--- src/rtl/gpr_file_mp.sv ---
// gpr_file_mp: multi-port general-purpose register file with a per-register
// busy scoreboard. Read ports are combinational with an optional same-cycle
// write bypass. Register 0 can be hardwired to zero. Out-of-range addresses
// read as 0 and are never written or marked busy.
module gpr_file_mp #(
    parameter int DATA_WIDTH  = 32,
    parameter int REG_NUM     = 32,
    parameter int REG_NUM_BIT = 5,
    parameter int NUM_RD      = 2,
    parameter int NUM_WR      = 1,
    parameter int BYPASS      = 1,
    parameter int ZERO_REG    = 1
) (
    input  logic                          clk,
    input  logic                          rst_n,
    input  logic [NUM_RD*REG_NUM_BIT-1:0] rd_addr,
    output logic [NUM_RD*DATA_WIDTH-1:0]  rd_data,
    output logic [NUM_RD-1:0]             rd_busy,
    input  logic [NUM_WR-1:0]             wr_en,
    input  logic [NUM_WR*REG_NUM_BIT-1:0] wr_addr,
    input  logic [NUM_WR*DATA_WIDTH-1:0]  wr_data,
    input  logic                          issue_en,
    input  logic [REG_NUM_BIT-1:0]        issue_addr,
    input  logic                          flush,
    input  logic [REG_NUM_BIT-1:0]        dbg_addr,
    output logic [DATA_WIDTH-1:0]         dbg_data
);

    logic [DATA_WIDTH-1:0] rf_q [REG_NUM];
    logic [DATA_WIDTH-1:0] rf_d [REG_NUM];
    logic [REG_NUM-1:0]    busy_q, busy_d;

    // An address is writable/issuable when it exists and is not the hardwired zero register.
    function automatic logic in_rng(input logic [REG_NUM_BIT-1:0] a);
        return int'(a) < REG_NUM;
    endfunction

    function automatic logic is_zero(input logic [REG_NUM_BIT-1:0] a);
        return (ZERO_REG != 0) && (a == '0);
    endfunction

    // Next state: writes in ascending port order so the highest port wins;
    // a write clears busy, a same-cycle issue re-sets it (younger producer),
    // and flush clears everything last.
    always_comb begin
        rf_d   = rf_q;
        busy_d = busy_q;
        for (int w = 0; w < NUM_WR; w++) begin
            if (wr_en[w] && in_rng(wr_addr[w*REG_NUM_BIT +: REG_NUM_BIT])
                && !is_zero(wr_addr[w*REG_NUM_BIT +: REG_NUM_BIT])) begin
                rf_d[wr_addr[w*REG_NUM_BIT +: REG_NUM_BIT]]   = wr_data[w*DATA_WIDTH +: DATA_WIDTH];
                busy_d[wr_addr[w*REG_NUM_BIT +: REG_NUM_BIT]] = 1'b0;
            end
        end
        if (issue_en && in_rng(issue_addr) && !is_zero(issue_addr)) begin
            busy_d[issue_addr] = 1'b1;
        end
        if (flush) begin
            busy_d = '0;
        end
    end

    // State registers; async reset overrides any same-cycle update.
    always_ff @(posedge clk or negedge rst_n) begin
        if (!rst_n) begin
            rf_q   <= '{default: '0};
            busy_q <= '0;
        end else begin
            rf_q   <= rf_d;
            busy_q <= busy_d;
        end
    end

    // Read ports: stored value, optionally overridden by the highest enabled
    // same-cycle write; busy always comes from registered state.
    always_comb begin
        rd_data = '0;
        rd_busy = '0;
        for (int r = 0; r < NUM_RD; r++) begin
            logic [REG_NUM_BIT-1:0] a;
            logic [DATA_WIDTH-1:0]  v;
            a = rd_addr[r*REG_NUM_BIT +: REG_NUM_BIT];
            v = '0;
            if (in_rng(a)) begin
                v          = rf_q[a];
                rd_busy[r] = busy_q[a];
                if (BYPASS != 0) begin
                    for (int w = 0; w < NUM_WR; w++) begin
                        if (wr_en[w] && wr_addr[w*REG_NUM_BIT +: REG_NUM_BIT] == a) begin
                            v = wr_data[w*DATA_WIDTH +: DATA_WIDTH];
                        end
                    end
                end
                if (is_zero(a)) begin
                    v = '0;
                end
            end
            rd_data[r*DATA_WIDTH +: DATA_WIDTH] = v;
        end
    end

    // Debug port shows the stored value only.
    always_comb begin
        dbg_data = '0;
        if (in_rng(dbg_addr)) begin
            dbg_data = rf_q[dbg_addr];
        end
    end

endmodule

--- config.mk ---
export PLATFORM = sky130hd
export DESIGN_NAME = gpr_file_mp
export DESIGN_NICKNAME = d
export VERILOG_FILES = /design/src/rtl/gpr_file_mp.sv
export SDC_FILE = /design/constraint.sdc
export NUM_CORES = 2
export LEC_CHECK = 0
export ABC_AREA = 0
export CAP_MARGIN = 20
export CORE_ASPECT_RATIO = 1.5
export CORE_MARGIN = 1.5
export CORE_UTILIZATION = 50
export DETAILED_ROUTE_END_ITERATION = 8
export PLACE_DENSITY = 0.73
export SETUP_SLACK_MARGIN = 0.2
export SLEW_MARGIN = 25
export SYNTH_ARGS = -nofsm -noshare
export SYNTH_HDL_FRONTEND = slang
export SYNTH_SLANG_ARGS = --single-unit
--- constraint.sdc ---
create_clock -name clk -period 2.7 [get_ports clk]
set_clock_uncertainty 0.1 [all_clocks]
set_input_delay 0.54 -clock clk [delete_from_list [all_inputs] [get_ports clk]]
set_output_delay 0.54 -clock clk [all_outputs]
set_load 0.03 [all_outputs]
==> impl_metrics.tcl <==
set metrics [dict create \
    synth_top_area_frac 0.406 \
    cp-start-kind "flip-flop" \
    tightest_slew_ns 0.820 \
    clkLatencyLatePin_ns 0.76 \
    slew_violations 0 \
    ant_nets 0 \
    cts_made_buffers 103 \
    yosysSeqAreaShare 0.406 \
    synth_xor_area_frac 0.00135 \
    yosysTopAreaCell "dfrtp_1" \
    fin_tns_setup_ns -55.93 \
    path_cells "mux4_2, mux2i_1, buf_4, a2111oi_2, buf_4, nor3_4, nor3_4, buf_6" \
    synth-simple-area-share 0.0282 \
    core_um2 129000 \
    ios 160 \
    hold_viol 0 \
    drive_above_1_share 0.671 \
    clock_power_share 0.293 \
    syn_nets 4475 \
    ctsRootBufferMaster "clkbuf_16" \
    final_area_um2 84500 \
    cts_htree_levels 3 \
    vias 51100 \
    swShare 0.309 \
    area_growth_pct 29.9 \
    finalCritPeriodShare 1.29 \
    hp-class "input pin to async pin" \
    drv_cap 0 \
    critPathMaxFanout 3 \
    die_area_um2 132000 \
    multi_input_area_um2 38800 \
    setup_violations 98 \
    layout_setup_ws_ns -0.790 \
    routed_via_density 7.36 \
    row_count 161 \
    dp_hpwl_mm 172 \
    synth_top_family_by_area "multiplexers" \
    grt_overflow 0 \
    placed_area_um2 76000 \
    synth_ff_type "dfrtp_1" \
    endpoint_kind "output pin" \
    die_h_um 445 \
    crit_family "multiplexers" \
    antenna_found_initial 9 \
    place_congestion 0.953 \
    power.internal_mw 37.9 \
    clockBufferDepth 3 \
    path_buf_inv 3 \
    clkTransAtPathRegs_ns 0.06 \
    violations "negative setup slack" \
    dieWidth_um 297 \
    leakage_nw 36.2 \
    synth_edf_count 0 \
    synth_fa_ha_area_frac 0 \
    muxShareOfSynthArea 0.484 \
    portBuffers 159 \
    nets 5194 \
    drt_drc_violations_left 0 \
    grt_pass1_wl_mm 370 \
    fmax_mhz 287 \
    worst_path_max_delay_cell "mux4_2" \
    dr.pass1.iters 6 \
    wl_mm 260 \
    p_seq_frac 0.395 \
    async_reset_ff_frac 1.00 \
    synth_area_leaders "dfrtp_1 (41%), mux4_2 (26%), mux2_2 (19%), mux2i_1 (3.2%), clkbuf_1 (1.6%)" \
    power.total_mw 54.9 \
    power-per-cell-area_nw_per_um2 650 \
    rsz0062_at_grt "true" \
    period_minus_slack_ns 3.49 \
    ys_ff_latch 1056 \
    synth-compound-area-share 0.0418 \
    cts_sinks 1056 \
    syn_area_per_cell_um2 14.7 \
    synthesis.area_um2 65000 \
    required_ns 2.06 \
    slowest_delay_ns 0.46 \
    wire_per_inst_um 37.6 \
    combPwrFrac 0.312 \
    ys_types 59 \
    maxSlewHeadroom 0.452 \
    track_usage 0.389 \
    critPathArrivalTime_ns 2.85 \
    path_class "flip-flop to output pin" \
    ir_drop_mv 0.520 \
    grt_max_degree 108 \
    power.switching_mw 17.0 \
    drt-initial-drc-count 6958 \
    cts_tree "yes" \
    fillers 8534 \
    synthCells 4413 \
    grt_pass1_vias 51900 \
    initial_core_util 0.505 \
    status "finished with violations" \
    ys.warnings.count 0 \
    regArea_um2 26400 \
]
==> per-stage QoR <==
step           hold slack (ns)   util  std cells  setup WS (ns)
6_report                 0.171  0.656       6933         -0.790
5_1_grt                  0.186  0.656       6929         -0.780
4_1_cts                  0.150  0.646       6855         -0.775
3_5_place_dp             0.306  0.591       6496          -1.08
3_3_place_gp             0.293  0.591       6495          -1.11
2_1_floorplan            0.144      -       4413         -0.233
==> layout by cell type (no fill, tap or decap), types with 20 or more instances in the layout <==
cell             synthesis  final
mux2i_1                207    180
o22ai_1                 87     61
mux2_2                1117   1066
clkbuf_16                0    115
nor3_4                   0     61
a22oi_1                 77     43
a22oi_2                  0     34
o22ai_2                  0     25
nand2_1                 60     37
buf_16                   0     36
dfrtp_1               1056   1055
nor3_2                   0     23
nor2_1                 124     96
buf_4                   31    648
nor2_2                   0     20
clkdlybuf4s50_1          0     39
mux4_2                 747    747
mux2_4                   0     51
buf_6                   24    134
buf_12                   0    249
clkbuf_8                 0     23
==> per-layer routing <==
layer	vias to the layer above	part of all wire	global-route usage
li1	19000	-	-
met1	26500	0.33	0.471
met2	4153	0.45	0.587
met3	1379	0.12	0.109
met4	2	0.10	0.307
met5	-	0.000058	0
==> logic make-up after synthesis <==
kind of cell / count (synthesis)
AOI/OAI and AO/OA: 364
and+or+nand+nor: 377
muxes: 2073
xor gates and xnor gates: 10
DFF: 1056
buffers and inverters: 533
==> cells in the mapped netlist (all sizes together) (25+ instances only) <==
cell     number
a2111oi      25
a21oi        26
a221o        28
a221oi       27
a22oi        77
buf         246
clkbuf      284
dfrtp      1056
mux2       1119
mux2i       207
mux4        747
nand2        60
nor2        124
nor3         95
o22ai        87
==> path summary, 6_finish.rpt <==
kind                            start  depth (start not counted)     endpoint  slack (ns)
max                         rf_q[440]                          8  rd_data[56]       -0.79
min                             rst_n                          2    rf_q[469]        0.17
max reg2reg                 rf_q[266]                          3    rf_q[266]        1.55
min reg2reg                rf_q[1003]                          0   rf_q[1003]        0.32
max in group asynchronous       rst_n                          4     rf_q[35]        1.29
min in group clk           rf_q[1003]                          0   rf_q[1003]        0.32
==> power by group through the flow <==
stage	registers (mW)	clock network, mW	logic (mW)
after global routing	22.0	16.7	17.7
after CTS	21.5	16.1	16.4
final	21.7	16.1	17.1
after floorplan	20.8	0	10.5
after detailed placement	21.8	0	15.0
after global placement	21.5	0	14.7
==> state kept, by name, summed over array words and instances, names as in the netlist <==
name    count
rf_q     1024
busy_q     32
==> final cells by class <==
cell class              instances  area share
multi-input cells            2825       0.460
flip-flops and latches       1056       0.313
repair buffers               1143       0.158
clock buffers                 143      0.0354
well taps                    1711      0.0253
clock inverters                47     0.00826
diodes                          5    0.000148
inverters                       3    0.000133
==> worst reg2reg max path, cell delays in order (launching register included) <==
cell and delay (ns):
dfrtp_1 0.42, buf_6 0.14, buf_4 0.13, mux2_2 0.25
==> repair_timing <==
| action | 4_1_cts | 5_1_grt |
|---|---|---|
| resized for setup | 348 | 132 |
| pin swaps | 96 | 76 |
| hold buffers | 1 | 0 |
| endpoints found under the setup margin | 98 | 98 |
| gates cloned | 18 | 10 |
| setup buffers | 150 | 63 |
| hold endpoints to repair | 132 | 0 |
Power figures use the tool's default switching activity.
